[config.mk]
export PLATFORM = sky130hd
export DESIGN_NAME = sr_flag_arbiter_flat
export DESIGN_NICKNAME = d
export VERILOG_FILES = /design/src/rtl/sr_flag_arbiter_pkg.sv /design/src/rtl/sr_flag_arbiter_if.sv /design/src/rtl/sr_flag_arbiter_rr_arbiter.sv /design/src/rtl/sr_flag_arbiter.sv /design/src/flat_wrapper.sv
export SDC_FILE = /design/constraint.sdc
export NUM_CORES = 1
export LEC_CHECK = 0
export CORE_AREA = 2 2 78 80
export CTS_CLUSTER_SIZE = 8
export DETAILED_ROUTE_END_ITERATION = 7
export DIE_AREA = 0 0 80 82
export HOLD_SLACK_MARGIN = 0.15
export PLACE_DENSITY = 0.56
export SLEW_MARGIN = 5
export SYNTH_ARGS = -nofsm -noshare
export SYNTH_HDL_FRONTEND = slang
export SYNTH_SLANG_ARGS = --single-unit
[constraint.sdc]
create_clock -name clk -period 3.3 [get_ports clk]
set_clock_uncertainty 0.1 [all_clocks]
set_input_delay 0.495 -clock clk [delete_from_list [all_inputs] [get_ports clk]]
set_output_delay 0.495 -clock clk [all_outputs]
set_load 0.02 [all_outputs]
[src/rtl/sr_flag_arbiter_pkg.sv]
// Shared definitions for the set/reset flag arbiter.
// - Op encodings carried on req_op.
// - Per-cell apply-stage state.
// - op_legal(): true for SET, RESET and TOGGLE.
package sr_flag_pkg;

    localparam logic [1:0] OP_ILL = 2'b00;
    localparam logic [1:0] OP_SET = 2'b01;
    localparam logic [1:0] OP_RST = 2'b10;
    localparam logic [1:0] OP_TGL = 2'b11;

    // Pending action for one flag cell, applied on the following edge
    typedef enum logic [1:0] {
        ST_HOLD = 2'b00,
        ST_SET  = 2'b01,
        ST_RST  = 2'b10
    } cell_st_e;

    function automatic logic op_legal(input logic [1:0] op);
        return op != OP_ILL;
    endfunction

endpackage

[src/rtl/sr_flag_arbiter_if.sv]
// Requester-side bus of the flag arbiter.
// - req_valid : request pending, one bit per requester
// - req_op    : op per requester (SET / RESET / TOGGLE / illegal)
// - req_idx   : target flag index per requester
// - req_ready : grant, one-hot or zero
// master = requester side, slave = arbiter side.
interface sr_flag_arbiter_if #(
    parameter int NREQ    = 4,
    parameter int FLAG_AW = 3
);
    logic [NREQ-1:0]              req_valid;
    logic [NREQ-1:0][1:0]         req_op;
    logic [NREQ-1:0][FLAG_AW-1:0] req_idx;
    logic [NREQ-1:0]              req_ready;

    modport master (output req_valid, output req_op, output req_idx, input  req_ready);
    modport slave  (input  req_valid, input  req_op, input  req_idx, output req_ready);
endinterface

[src/rtl/sr_flag_arbiter_rr_arbiter.sv]
// Combinational round-robin arbiter.
// - req     : request vector
// - advance : grant enable; gnt is all zero when low
// - ptr     : highest-priority requester; search runs upward and wraps N-1 -> 0
// - gnt     : one-hot grant, or zero when nothing is requested
// The pointer register lives with the caller so the block can be reused.
module rr_arbiter #(
    parameter int N  = 4,
    parameter int PW = 2
) (
    input  logic [N-1:0]  req,
    input  logic          advance,
    input  logic [PW-1:0] ptr,
    output logic [N-1:0]  gnt
);
    always_comb begin
        automatic int  j     = 0;
        automatic logic found = 1'b0;
        gnt = '0;
        for (int k = 0; k < N; k++) begin
            j = (int'(ptr) + k) % N;
            if (!found && advance && req[j]) begin
                gnt[j] = 1'b1;
                found  = 1'b1;
            end
        end
    end
endmodule

[src/rtl/sr_flag_arbiter.sv]
// Shares a bank of NFLAG set/reset flag cells between NREQ requesters.
// Ports:
// - clk, rst : clock, synchronous active-low reset
// - bus      : requester bus (valid/op/idx in, ready out)
// - clr_all  : clear every flag on the next edge, discarding the staged op
// - flags    : registered flag-bank state
// - gnt_id   : id of the last granted requester
// - busy     : apply stage holds a valid op
// - err      : one-cycle pulse after an illegal op / out-of-range idx is applied
// A transfer at edge t is latched into the apply stage; the flag changes at t+1.
module sr_flag_arbiter
    import sr_flag_pkg::*;
#(
    parameter  int NREQ    = 4,
    parameter  int NFLAG   = 8,
    parameter  int FLAG_AW = 3,
    localparam int GW      = $clog2(NREQ)
) (
    input  logic              clk,
    input  logic              rst,
    sr_flag_arbiter_if.slave  bus,
    input  logic              clr_all,
    output logic [NFLAG-1:0]  flags,
    output logic [GW-1:0]     gnt_id,
    output logic              busy,
    output logic              err
);
    logic [GW-1:0]      ptr;
    logic [GW-1:0]      win;
    logic [NREQ-1:0]    gnt;
    logic               xfer;
    logic [1:0]         sel_op;
    logic [FLAG_AW-1:0] sel_idx;
    logic               sel_ill;
    logic               stg_ill;

    // Grants are suppressed while reset is asserted
    rr_arbiter #(.N(NREQ), .PW(GW)) u_arb (
        .req     (bus.req_valid),
        .advance (rst),
        .ptr     (ptr),
        .gnt     (gnt)
    );
    assign bus.req_ready = gnt;

    always_comb begin
        xfer    = |gnt;
        win     = '0;
        sel_op  = OP_ILL;
        sel_idx = '0;
        for (int i = 0; i < NREQ; i++) begin
            if (gnt[i]) begin
                win     = GW'(i);
                sel_op  = bus.req_op[i];
                sel_idx = bus.req_idx[i];
            end
        end
        sel_ill = !op_legal(sel_op) || (int'(sel_idx) >= NFLAG);
    end

    always_ff @(posedge clk) begin
        if (!rst) begin
            ptr     <= '0;
            gnt_id  <= '0;
            busy    <= 1'b0;
            stg_ill <= 1'b0;
            err     <= 1'b0;
        end else begin
            busy    <= xfer;
            stg_ill <= xfer && sel_ill;
            // clr_all discards the staged op, including its error
            err     <= stg_ill && !clr_all;
            if (xfer) begin
                gnt_id <= win;
                ptr    <= (win == GW'(NREQ - 1)) ? '0 : win + GW'(1);
            end
        end
    end

    // Flag bank: each cell carries its own pending action (HOLD/SET/RST).
    // A TOGGLE is resolved into SET or RST when it is latched, using the
    // cell's next value so that a back-to-back op on the same index (or a
    // clr_all on that edge) is already accounted for.
    for (genvar j = 0; j < NFLAG; j++) begin : g_cell
        cell_st_e st, st_n;
        logic     q, q_n, s, r;

        always_comb begin
            s = 1'b0;
            r = 1'b0;
            case (st)
                ST_SET:  s = 1'b1;
                ST_RST:  r = 1'b1;
                default: ;
            endcase
            q_n  = clr_all ? 1'b0 : (s ? 1'b1 : (r ? 1'b0 : q));
            st_n = ST_HOLD;
            if (xfer && !sel_ill && int'(sel_idx) == j) begin
                case (sel_op)
                    OP_SET:  st_n = ST_SET;
                    OP_RST:  st_n = ST_RST;
                    OP_TGL:  st_n = q_n ? ST_RST : ST_SET;
                    default: st_n = ST_HOLD;
                endcase
            end
        end

        always_ff @(posedge clk) begin
            if (!rst) begin
                st <= ST_HOLD;
                q  <= 1'b0;
            end else begin
                st <= st_n;
                q  <= q_n;
            end
        end

        assign flags[j] = q;
    end

endmodule

[src/flat_wrapper.sv]
// flat-port wrapper written by rule: the top's interface ports become plain ports
module sr_flag_arbiter_flat import sr_flag_pkg::*;
#(
    parameter  int NREQ    = 4,
    parameter  int NFLAG   = 8,
    parameter  int FLAG_AW = 3,
    localparam int GW      = $clog2(NREQ)
)
  (clk, rst, clr_all, flags, gnt_id, busy, err, bus_req_valid, bus_req_op, bus_req_idx, bus_req_ready);
  sr_flag_arbiter_if #(.NREQ(NREQ), .FLAG_AW(FLAG_AW)) bus_i ();
  input  logic clk;
  input  logic rst;
  input  logic clr_all;
  output logic [NFLAG-1:0] flags;
  output logic [GW-1:0] gnt_id;
  output logic busy;
  output logic err;
  input wire logic [$bits(bus_i.req_valid)-1:0] bus_req_valid;
  input wire logic [$bits(bus_i.req_op)-1:0] bus_req_op;
  input wire logic [$bits(bus_i.req_idx)-1:0] bus_req_idx;
  output wire logic [$bits(bus_i.req_ready)-1:0] bus_req_ready;
  assign bus_i.req_valid = bus_req_valid;
  assign bus_i.req_op = bus_req_op;
  assign bus_i.req_idx = bus_req_idx;
  assign bus_req_ready = bus_i.req_ready;
  sr_flag_arbiter #(.NREQ(NREQ), .NFLAG(NFLAG), .FLAG_AW(FLAG_AW)) u_core (.clk(clk), .rst(rst), .bus(bus_i), .clr_all(clr_all), .flags(flags), .gnt_id(gnt_id), .busy(busy), .err(err));
endmodule
Word-level counts from Yosys, hierarchy flattened

Cells that the tools add are included.

Equality and inequality tests: 27
Magnitude comparators: 8
Multipliers: 0
Divide/modulo/power cells: 0
Mux-type cells: 94
Add/sub/neg operators: 4
Shifts and indexed selects: 0
Bitwise gates (word level): 6
Reduce and logical (&&, ||, !) cells: 41

Operators with widths:

| kind                                                                                | count |
|---|---|
| 1-bit two-way mux                                                                   | 55 |
| 2-bit one-hot mux with 3 select lines                                               | 8 |
| 2-bit two-way mux                                                                   | 15 |
| 2-bit equality test, second input constant                                          | 11 |
| 1-bit logical AND                                                                   | 22 |
| 2-bit by 1-bit equality test with 1-bit output, second input constant               | 9 |
| 4-bit two-way mux                                                                   | 4 |
| 2-bit AND reduction                                                                 | 8 |
| 3-bit equality test, second input constant                                          | 4 |
| 3-bit by 4-bit < comparator with 1-bit output, second input constant                | 3 |
| 3-bit two-way mux                                                                   | 4 |
| 4-bit OR                                                                            | 3 |
| 3-bit by 1-bit greater-or-equal comparator with 1-bit output, second input constant | 3 |
| 1-bit binary-select mux with 2-bit select                                           | 4 |
| 1-bit demux with 2-bit select                                                       | 4 |
| 3-bit by 2-bit equality test with 1-bit output, second input constant               | 2 |
| 2-bit OR reduction                                                                  | 3 |
| 1-bit logical NOT                                                                   | 5 |
| 2-bit by 1-bit adder with 2-bit output, second input constant                       | 2 |
| 2-bit adder, second input constant                                                  | 2 |
| 4-bit OR reduction                                                                  | 1 |
| 1-bit bitwise AND, first input constant                                             | 3 |
| 3-bit by 1-bit equality test with 1-bit output, second input constant               | 1 |
| 3-bit logical NOT                                                                   | 1 |
| 3 further kinds                                                                     | 3 |

Output and inout port bits: 16
Input port bits: 27
Memory bits (read-only): 0
RAM bits: 0
Bits in latches: 0
Flip-flop bits (word level): 31
Word-level logic and storage cells: 201
Memories kept: 0

Longest topological paths before layout

Gate-level depths: netlist of the first run.

Word-level depth: 24
Gate-level depth with buffers: 12
Gate-level depth less buffers: 11

By module

Synthesis of the first run repeated with hierarchy kept, for this count alone.

Cell total of the unflattened synthesis: 196
Area, all modules: 1788.0 µm²

Modules (own cells, without submodules):

| module          | area each (µm²) | seq. area each (µm²) | times used | cells an instance |
|---|---|---|---|---|
| sr_flag_arbiter | 1430.1          | 620.6                | 1          | 155 |
| rr_arbiter      | 357.8           | 0.0                  | 1          | 41 |

Worst setup path before layout of the first run

OpenSTA, ideal clock, no wires.

Path type: reg-to-reg
Start point: reg u_core.ptr[0]
End point: reg u_core.g_cell[0].st[0]
Path buffers: 1
Data required time: 3127 ps
Slack: 405 ps
Library setup time: 73 ps
Arrival time: 2722 ps
Period minus slack after synthesis: 2895 ps
Stages on the path, launching flop included: 11
Path through: dfxtp_1 > inv_1 > ha_1 > mux4_2 > nand2b_4 > o211ai_4 > buf_2 > o21bai_1 > o31ai_2 > or2_1 > nor3_2

Elaborated cells on any way between the ends: 78
Those cells by class: add/sub (3); order compare (8); eq/ne (3); mux (35); bitwise (6); reduce/logical (23)

RTL lines:

| item                                                                                   | RTL line                         | RTL |
|---|---|---|
| start: declaration                                                                     | sr_flag_arbiter.sv:28            | `logic [GW-1:0] ptr;` |
| start signal: assignment                                                               | sr_flag_arbiter.sv:75            | `ptr <= (win == GW'(NREQ - 1)) ? '0 : win + GW'(1);` |
| branches (longest 15 deep; another with 3-bit by 4-bit < comparator with 1-bit output) | n/a                              |  |
| 4-bit two-way mux (*)                                                                  | sr_flag_arbiter_rr_arbiter.sv:22 | `if (!found && advance && req[j]) begin` |
| named net bus_req_ready[3]                                                             | flat_wrapper.sv:21               | `output wire logic [$bits(bus_i.req_ready)-1:0] bus_req_ready;` |
| 2-bit two-way mux                                                                      | sr_flag_arbiter.sv:52            | `if (gnt[i]) begin` |
| 2-bit nonzero test                                                                     | sr_flag_arbiter_pkg.sv:20        | `return op != OP_ILL;` |
| 1-bit logical AND (2 in a row)                                                         | sr_flag_arbiter.sv:98            | `if (xfer && !sel_ill && int'(sel_idx) == j) begin` |
| 2-bit AND reduction (no line)                                                          | n/a                              |  |
| end signal: assignment                                                                 | sr_flag_arbiter.sv:113           | `st <= st_n;` |
| end: declaration                                                                       | sr_flag_arbiter.sv:85            | `cell_st_e st, st_n;` |

Mark *: on every way through the listed nets, which the timed path passes. The select of a mux whose other input is x is not followed.
A chain may end at the register's enable or synchronous reset.

Worst setup path after layout of the first run

Start point: in bus_req_valid[0]
End point: out bus_req_ready[1]

Longest elaborated chain between the ends: 16
Elaborated cells on any way between the ends: 31
Those cells by class: mux (18); bitwise (3); reduce/logical (10)

Ends and longest elaborated chain:

| item                                      | RTL line                         | RTL |
|---|---|---|
| start: declaration                        | flat_wrapper.sv:18               | `input wire logic [$bits(bus_i.req_valid)-1:0] bus_req_valid;` |
| 1-bit binary-select mux with 2-bit select | sr_flag_arbiter_rr_arbiter.sv:22 |  |
| 1-bit two-way mux (implied by the code)   | sr_flag_arbiter_rr_arbiter.sv:22 |  |
| 1-bit logical AND                         | sr_flag_arbiter_rr_arbiter.sv:22 |  |
| 1-bit two-way mux                         | sr_flag_arbiter_rr_arbiter.sv:22 |  |
| 1-bit logical NOT                         | sr_flag_arbiter_rr_arbiter.sv:22 |  |
| 1-bit logical AND (2 in a row)            | sr_flag_arbiter_rr_arbiter.sv:22 |  |
| 1-bit two-way mux                         | sr_flag_arbiter_rr_arbiter.sv:22 |  |
| 1-bit logical NOT                         | sr_flag_arbiter_rr_arbiter.sv:22 |  |
| 1-bit logical AND (2 in a row)            | sr_flag_arbiter_rr_arbiter.sv:22 |  |
| 1-bit two-way mux                         | sr_flag_arbiter_rr_arbiter.sv:22 |  |
| 1-bit logical NOT                         | sr_flag_arbiter_rr_arbiter.sv:22 |  |
| 1-bit logical AND (2 in a row)            | sr_flag_arbiter_rr_arbiter.sv:22 |  |
| 4-bit two-way mux (*)                     | sr_flag_arbiter_rr_arbiter.sv:22 |  |
| end: declaration                          | flat_wrapper.sv:21               |  |

Mark *: on every way between the ends. The rest lies on a longest branch, timed or not. The select of a mux whose other input is x is not followed.

==> results of run 1 <==
## worst max-delay path: cells and delay by family
kind / cells / cell delay, ns
buffers and inverters: 3 / 0.88
muxes: 1 / 0.52
AOI/OAI and AO/OA: 2 / 0.47
and+or+nand+nor: 1 / 0.16
## area by class of cell
cell class / instances / area, sq um / area share
clock buffer: 6 / 82.6 / 0.0317
clock inverter: 2 / 35.0 / 0.0134
inverter: 16 / 62.6 / 0.0240
multi-input combinational: 150 / 1160 / 0.447
sequential: 31 / 621 / 0.238
tap: 75 / 93.8 / 0.0360
timing repair buffer: 59 / 547 / 0.210
## metrics by stage
| step | instances | hold slack [ns] |
|---|---|---|
| finish | 339 | 0.390 |
| floorplan | 211 | 0.340 |
| global route | 339 | 0.414 |
| detailed placement | 331 | 0.370 |
| global placement | 331 | 0.377 |
| CTS | 339 | 0.390 |
## worst max path at each step
stage	cells past startpoint	from	to
final	7	bus_req_valid[0]	bus_req_ready[1]
after CTS	6	bus_req_valid[3]	bus_req_ready[3]
after global placement	7	bus_req_valid[2]	bus_req_ready[1]
after floorplan	10	u_core.ptr[0]	u_core.g_cell[0].st[0]
after global routing	10	bus_req_valid[0]	u_core.g_cell[2].st[0]
after detailed placement	10	bus_req_valid[2]	u_core.g_cell[2].st[0]
## registers in the layout (all words and copies together) (netlist names)
signal / count
u_core.busy: 1
u_core.err: 1
u_core.g_cell.q: 8
u_core.g_cell.st: 16
u_core.gnt_id: 2
u_core.ptr: 2
u_core.stg_ill: 1
## cells by family after synthesis
logic type,share of synthesized area
and+or+nand+nor,0.287
adders and majority gates,0.0452
DFF,0.320
muxes,0.0452
buffers and inverters,0.0794
AOI/OAI and AO/OA,0.223
## Yosys cell counts (2+ instances only)
master,number,share of area
nand2b_1,4,0.013
o31ai_2,2,0.013
a22oi_2,2,0.013
inv_1,14,0.027
dfxtp_1,31,0.32
nor3_2,13,0.067
nor3_1,6,0.015
mux4_2,3,0.035
o21ai_0,9,0.023
nand2_1,16,0.031
a211oi_2,2,0.013
o32ai_1,2,0.0090
nand2b_2,2,0.0090
a21oi_1,10,0.026
nand3_1,2,0.0052
and2_1,8,0.026
a31oi_1,2,0.0065
nor2_1,12,0.023
ha_1,7,0.045
buf_4,10,0.039
a222oi_1,2,0.010
a21o_4,2,0.015
a22oi_1,3,0.012
nor2b_1,13,0.042
mux2i_1,2,0.010
nand4_1,3,0.0097
clkbuf_1,3,0.0058
and3_1,2,0.0065
o21bai_1,2,0.0077
## power by group through the flow
stage | Combinational [mW] | Clock, mW | Sequential (mW)
2_1_floorplan | 0.874 | 0 | 0.501
3_3_place_gp | 1.31 | 0 | 0.465
3_5_place_dp | 1.31 | 0 | 0.465
4_1_cts | 1.31 | 0.397 | 0.458
5_1_grt | 1.42 | 0.411 | 0.465
6_report | 1.29 | 0.388 | 0.458
## per-layer routing
metal,track usage,vias up,share of wire
li1,-,842,-
met1,0.183,742,0.46
met2,0.270,44,0.49
met3,0.0352,5,0.040
met4,0.0458,0,0.014
met5,0,-,0
==> impl_metrics.toml, run 1 <==
[sta]
post-route-period-util = 0.950
rsz0062_at_grt = "no"
worstMarginPinSlew_ns = 0.508
relSlewSlack = 0.660
drv_slew = 0
layout_setup_ws_ns = 0.166
setup_viol = 0
period_minus_slack_ns = 3.13
setup-tns-final_ns = 0
max_freq_mhz = 319
finalHoldViolations = 0

[cts]
max-clock-path-buffers = 2
clock_latency_ns = 0.28
clkTransAtPathRegs_ns = 0.06
root_buffer = "clkbuf_8"
htree_num_levels = 2
post_cts_buffers = 0
cts_hold_buf = 0
cts_resized = 3
cts_buffers = 5
cts_tree = "yes"
cts.sinks = 31

[cells_and_area]
nFillCells = 597
layout_common_cells = "clkdlybuf4s50_1, dfxtp_1, buf_4"
area_delta_synth_final_pct = 34.4
drive_gt1_frac = 0.235
fin_area_sq_mm = 0.00261
final_common_cell = "clkdlybuf4s50_1"
utilization = 0.453
diodes = 0
final_nets = 297

[power]
seqPwrFrac = 0.214
p_per_area_mw_per_mm2 = 822
p_leak_nw = 0.962
switching_share = 0.413
p_clk_frac = 0.181
p_int_mw = 1.26
p_total_mw = 2.14
comb_power_share = 0.605
p_sw_mw = 0.885
vdd_drop_max_uv = 382

[critical_path]
path_cells = "clkdlybuf4s50_1 -> nor2b_1 -> mux4_2 -> a22oi_2 -> a2bb2oi_4 -> inv_2 -> dlygate4sd2_1"
crit_arrival_ns = 2.54
cp-end-kind = "output port"
crit_type = "in -> out"
r2r_slack_ns = 0.32
r2r_cells = 11
cp_max_fo = 6
startpoint_type = "primary input"
cp.required_ns = 2.70
r2r_start = "u_core.ptr[1]"
cp_slowest_cell = "mux4_2"
critPathMaxStageDelay_ns = 0.52
r2r-end = "u_core.g_cell[2].st[0]"

[synth]
syn_area_sq_mm = 0.00194
synthCells = 211
synth-edff-count = 0
synth-seq-area-share = 0.320
synth_area_per_cell_sq_um = 9.19
ys_async_sr_fraction = 0
synth-seq-cells = 31
synth_cell_types = 51
yosys_warnings = 0
synth_ff_type = "dfxtp_1"
synth_nets = 245

[global_route]
overflow = 0
grt_pass1_vias = 1585
grt_max_degree = 12
antenna_found_initial = 0
grt_pass1_wl_um = 7490
groute.usage.overall = 0.152

[placement]
dpl_cell_area_sq_mm = 0.00249
gp_congestion = 0.796
hpwl_um = 3590
place_ws_ns = -0.0607
portBuffers = 42

[die]
num_io_pins = 43
die_w_um = 80
dieHeight_um = 82
core_area_sq_mm = 0.00575
die_area_sq_mm = 0.00656
initial_core_util = 0.337
rows = 28

[drt]
via_per_inst = 4.82
wl_per_cell_um = 13.4
via_count = 1633
ant_nets = 0
routed_wl_um = 4550
dr.pass1.iters = 4
first_iter_violations = 64
drc = 0

[worst_hold_path]
hold_depth = 2
min_from = "u_core.gnt_id[1]"
hold_class = "reg -> reg"
hold_end = "u_core.gnt_id[1]"

[run]
timing.max_cap.violations = 0

[run_status]
status = "finished clean"
No activity file was read; power rests on OpenSTA's default activity.
==> run 2, diff against run 1 <==
--- a/config.mk
+++ b/config.mk
@@ -15,3 +15,4 @@
 export SYNTH_ARGS = -nofsm -noshare
 export SYNTH_HDL_FRONTEND = slang
 export SYNTH_SLANG_ARGS = --single-unit
+export TNS_END_PERCENT = 5
==> results of run 2 <==
No change in the layout: final DEF, timing and power equal those of run 1.
==> run 3, diff against run 2 <==
--- a/config.mk
+++ b/config.mk
@@ -10,6 +10,7 @@
 export DETAILED_ROUTE_END_ITERATION = 7
 export DIE_AREA = 0 0 80 82
 export HOLD_SLACK_MARGIN = 0.15
+export MAX_ROUTING_LAYER = met4
 export PLACE_DENSITY = 0.56
 export SLEW_MARGIN = 5
 export SYNTH_ARGS = -nofsm -noshare
==> impl_metrics.toml, run 3 (synthesis results as in run 1) <==
[run_status]
status = "finished clean"

[sta]
hold_ws_ns = 0.390
finalHoldViolations = 0
rsz0062_at_grt = "no"
drv_slew = 0
post-route-period-util = 0.951
period_minus_slack_ns = 3.14
relSlewSlack = 0.656
worstMarginPinSlew_ns = 0.515
max_freq_mhz = 319
setup_viol = 0

[worst_hold_path]
hold_end = "u_core.gnt_id[1]"
hold_class = "reg -> reg"
hold_depth = 2
min_from = "u_core.gnt_id[1]"

[cts]
clkTransAtPathRegs_ns = 0.06
cts_resized = 3
cts_tree = "yes"
clock_latency_ns = 0.28
max-clock-path-buffers = 2
cts.sinks = 31
htree_num_levels = 2
root_buffer = "clkbuf_8"
post_cts_buffers = 0
cts_hold_buf = 0
cts_buffers = 5

[critical_path]
crit_arrival_ns = 2.54
cp-end-kind = "output port"
cp_max_fo = 6
r2r-end = "u_core.g_cell[2].st[0]"
r2r_slack_ns = 0.30
cp_slowest_cell = "mux4_2"
critPathMaxStageDelay_ns = 0.53
startpoint_type = "primary input"
path_cells = "clkdlybuf4s50_1 -> nor2b_1 -> mux4_2 -> a22oi_2 -> a2bb2oi_4 -> inv_2 -> dlygate4sd2_1"
cp.required_ns = 2.70
path_buf_inv = 3
r2r_cells = 11
crit_type = "in -> out"
crit_family = "buffers and inverters"
r2r_start = "u_core.ptr[1]"

[placement]
hpwl_um = 3590
gp_congestion = 0.807
portBuffers = 42
dp.cells = 331

[run]
timing.max_cap.violations = 0

[cells_and_area]
final_nets = 297
final_common_cell = "clkdlybuf4s50_1"
reg_top3 = "u_core.g_cell.st x16, u_core.g_cell.q x8"
largest-register = "u_core.g_cell.st"
nFillCells = 597
drive_gt1_frac = 0.235
diodes = 0
layout_common_cells = "clkdlybuf4s50_1, dfxtp_1, buf_4"
final_cells = 339
largest_reg_flops = 16
area_delta_synth_final_pct = 34.4

[power]
p_per_area_mw_per_mm2 = 822
vdd_drop_max_uv = 382
p_leak_nw = 0.962

[drt]
first_iter_violations = 72
wl_per_cell_um = 13.4
via_per_inst = 4.81
ant_nets = 0
via_count = 1630
drc = 0
dr.pass1.iters = 5
routed_wl_um = 4560

[global_route]
antenna_found_initial = 0
groute.usage.overall = 0.157
overflow = 0
grt_pass1_wl_um = 7500
grt_pass1_vias = 1584
grt_max_degree = 12

[die]
rows = 28
die_area_sq_mm = 0.00656
die_w_um = 80
initial_core_util = 0.337
dieHeight_um = 82
num_io_pins = 43
core_area_sq_mm = 0.00575
-- run 3: routing by layer --
layer	share of wire	GRT usage
met4	0.014	0.0458
met5	0	-
met3	0.034	0.0341
met2	0.49	0.269
met1	0.47	0.185
-- run 3: report_power, final --
group | internal (mW) | total [mW] | switching [mW] | leakage, nW
sequential | 0.436 | 0.458 | 0.0224 | 0.251
clock | 0.244 | 0.387 | 0.143 | 0.0612
combinational | 0.576 | 1.30 | 0.721 | 0.650
total | 1.26 | 2.14 | 0.886 | 0.962
-- run 3: cell type report --
cell class | instances | area, sq um | area share
Multi-Input combinational cell | 150 | 1160 | 0.447
Sequential cell | 31 | 621 | 0.238
Timing Repair Buffer | 59 | 547 | 0.210
Tap cell | 75 | 93.8 | 0.0360
Clock buffer | 6 | 82.6 | 0.0317
Inverter | 16 | 62.6 | 0.0240
Clock inverter | 2 | 35.0 | 0.0134
-- run 3: worst max-delay path by stage --
stage / from / endpoint / depth (start not counted)
after floorplan: u_core.ptr[0] / u_core.g_cell[0].st[0] / 10
after global placement: bus_req_valid[2] / bus_req_ready[1] / 7
after detailed placement: bus_req_valid[2] / u_core.g_cell[2].st[0] / 10
after CTS: bus_req_valid[3] / bus_req_ready[3] / 6
after global routing: bus_req_valid[0] / u_core.g_cell[2].st[0] / 10
final: bus_req_valid[2] / bus_req_ready[1] / 7
-- run 3: worst register-to-register path, stage by stage (launching register included) --
cell,delay [ns]
dfxtp_1,0.33
inv_1,0.10
ha_1,0.37
mux4_2,0.39
nor2b_4,0.17
a22o_1,0.21
o21ba_4,0.25
o32ai_1,0.09
a222oi_1,0.33
buf_4,0.25
nand2b_2,0.22
nor3_1,0.07
-- run 3: stage by stage --
| stage | total power [mW] | TNS, ns | setup WS [ns] | cell area, sq um | util |
|---|---|---|---|---|---|
| 2_1_floorplan | 1.37 | 0 | 0.405 | 1940 | - |
| 3_3_place_gp | 1.78 | -0.481 | -0.0661 | 2490 | 0.433 |
| 3_5_place_dp | 1.77 | -0.310 | -0.0607 | 2490 | 0.433 |
| 4_1_cts | 2.16 | 0 | 0.0199 | 2600 | 0.453 |
| 5_1_grt | 2.30 | 0 | 0.00998 | 2610 | 0.453 |
| 6_report | 2.14 | 0 | 0.162 | 2610 | 0.453 |
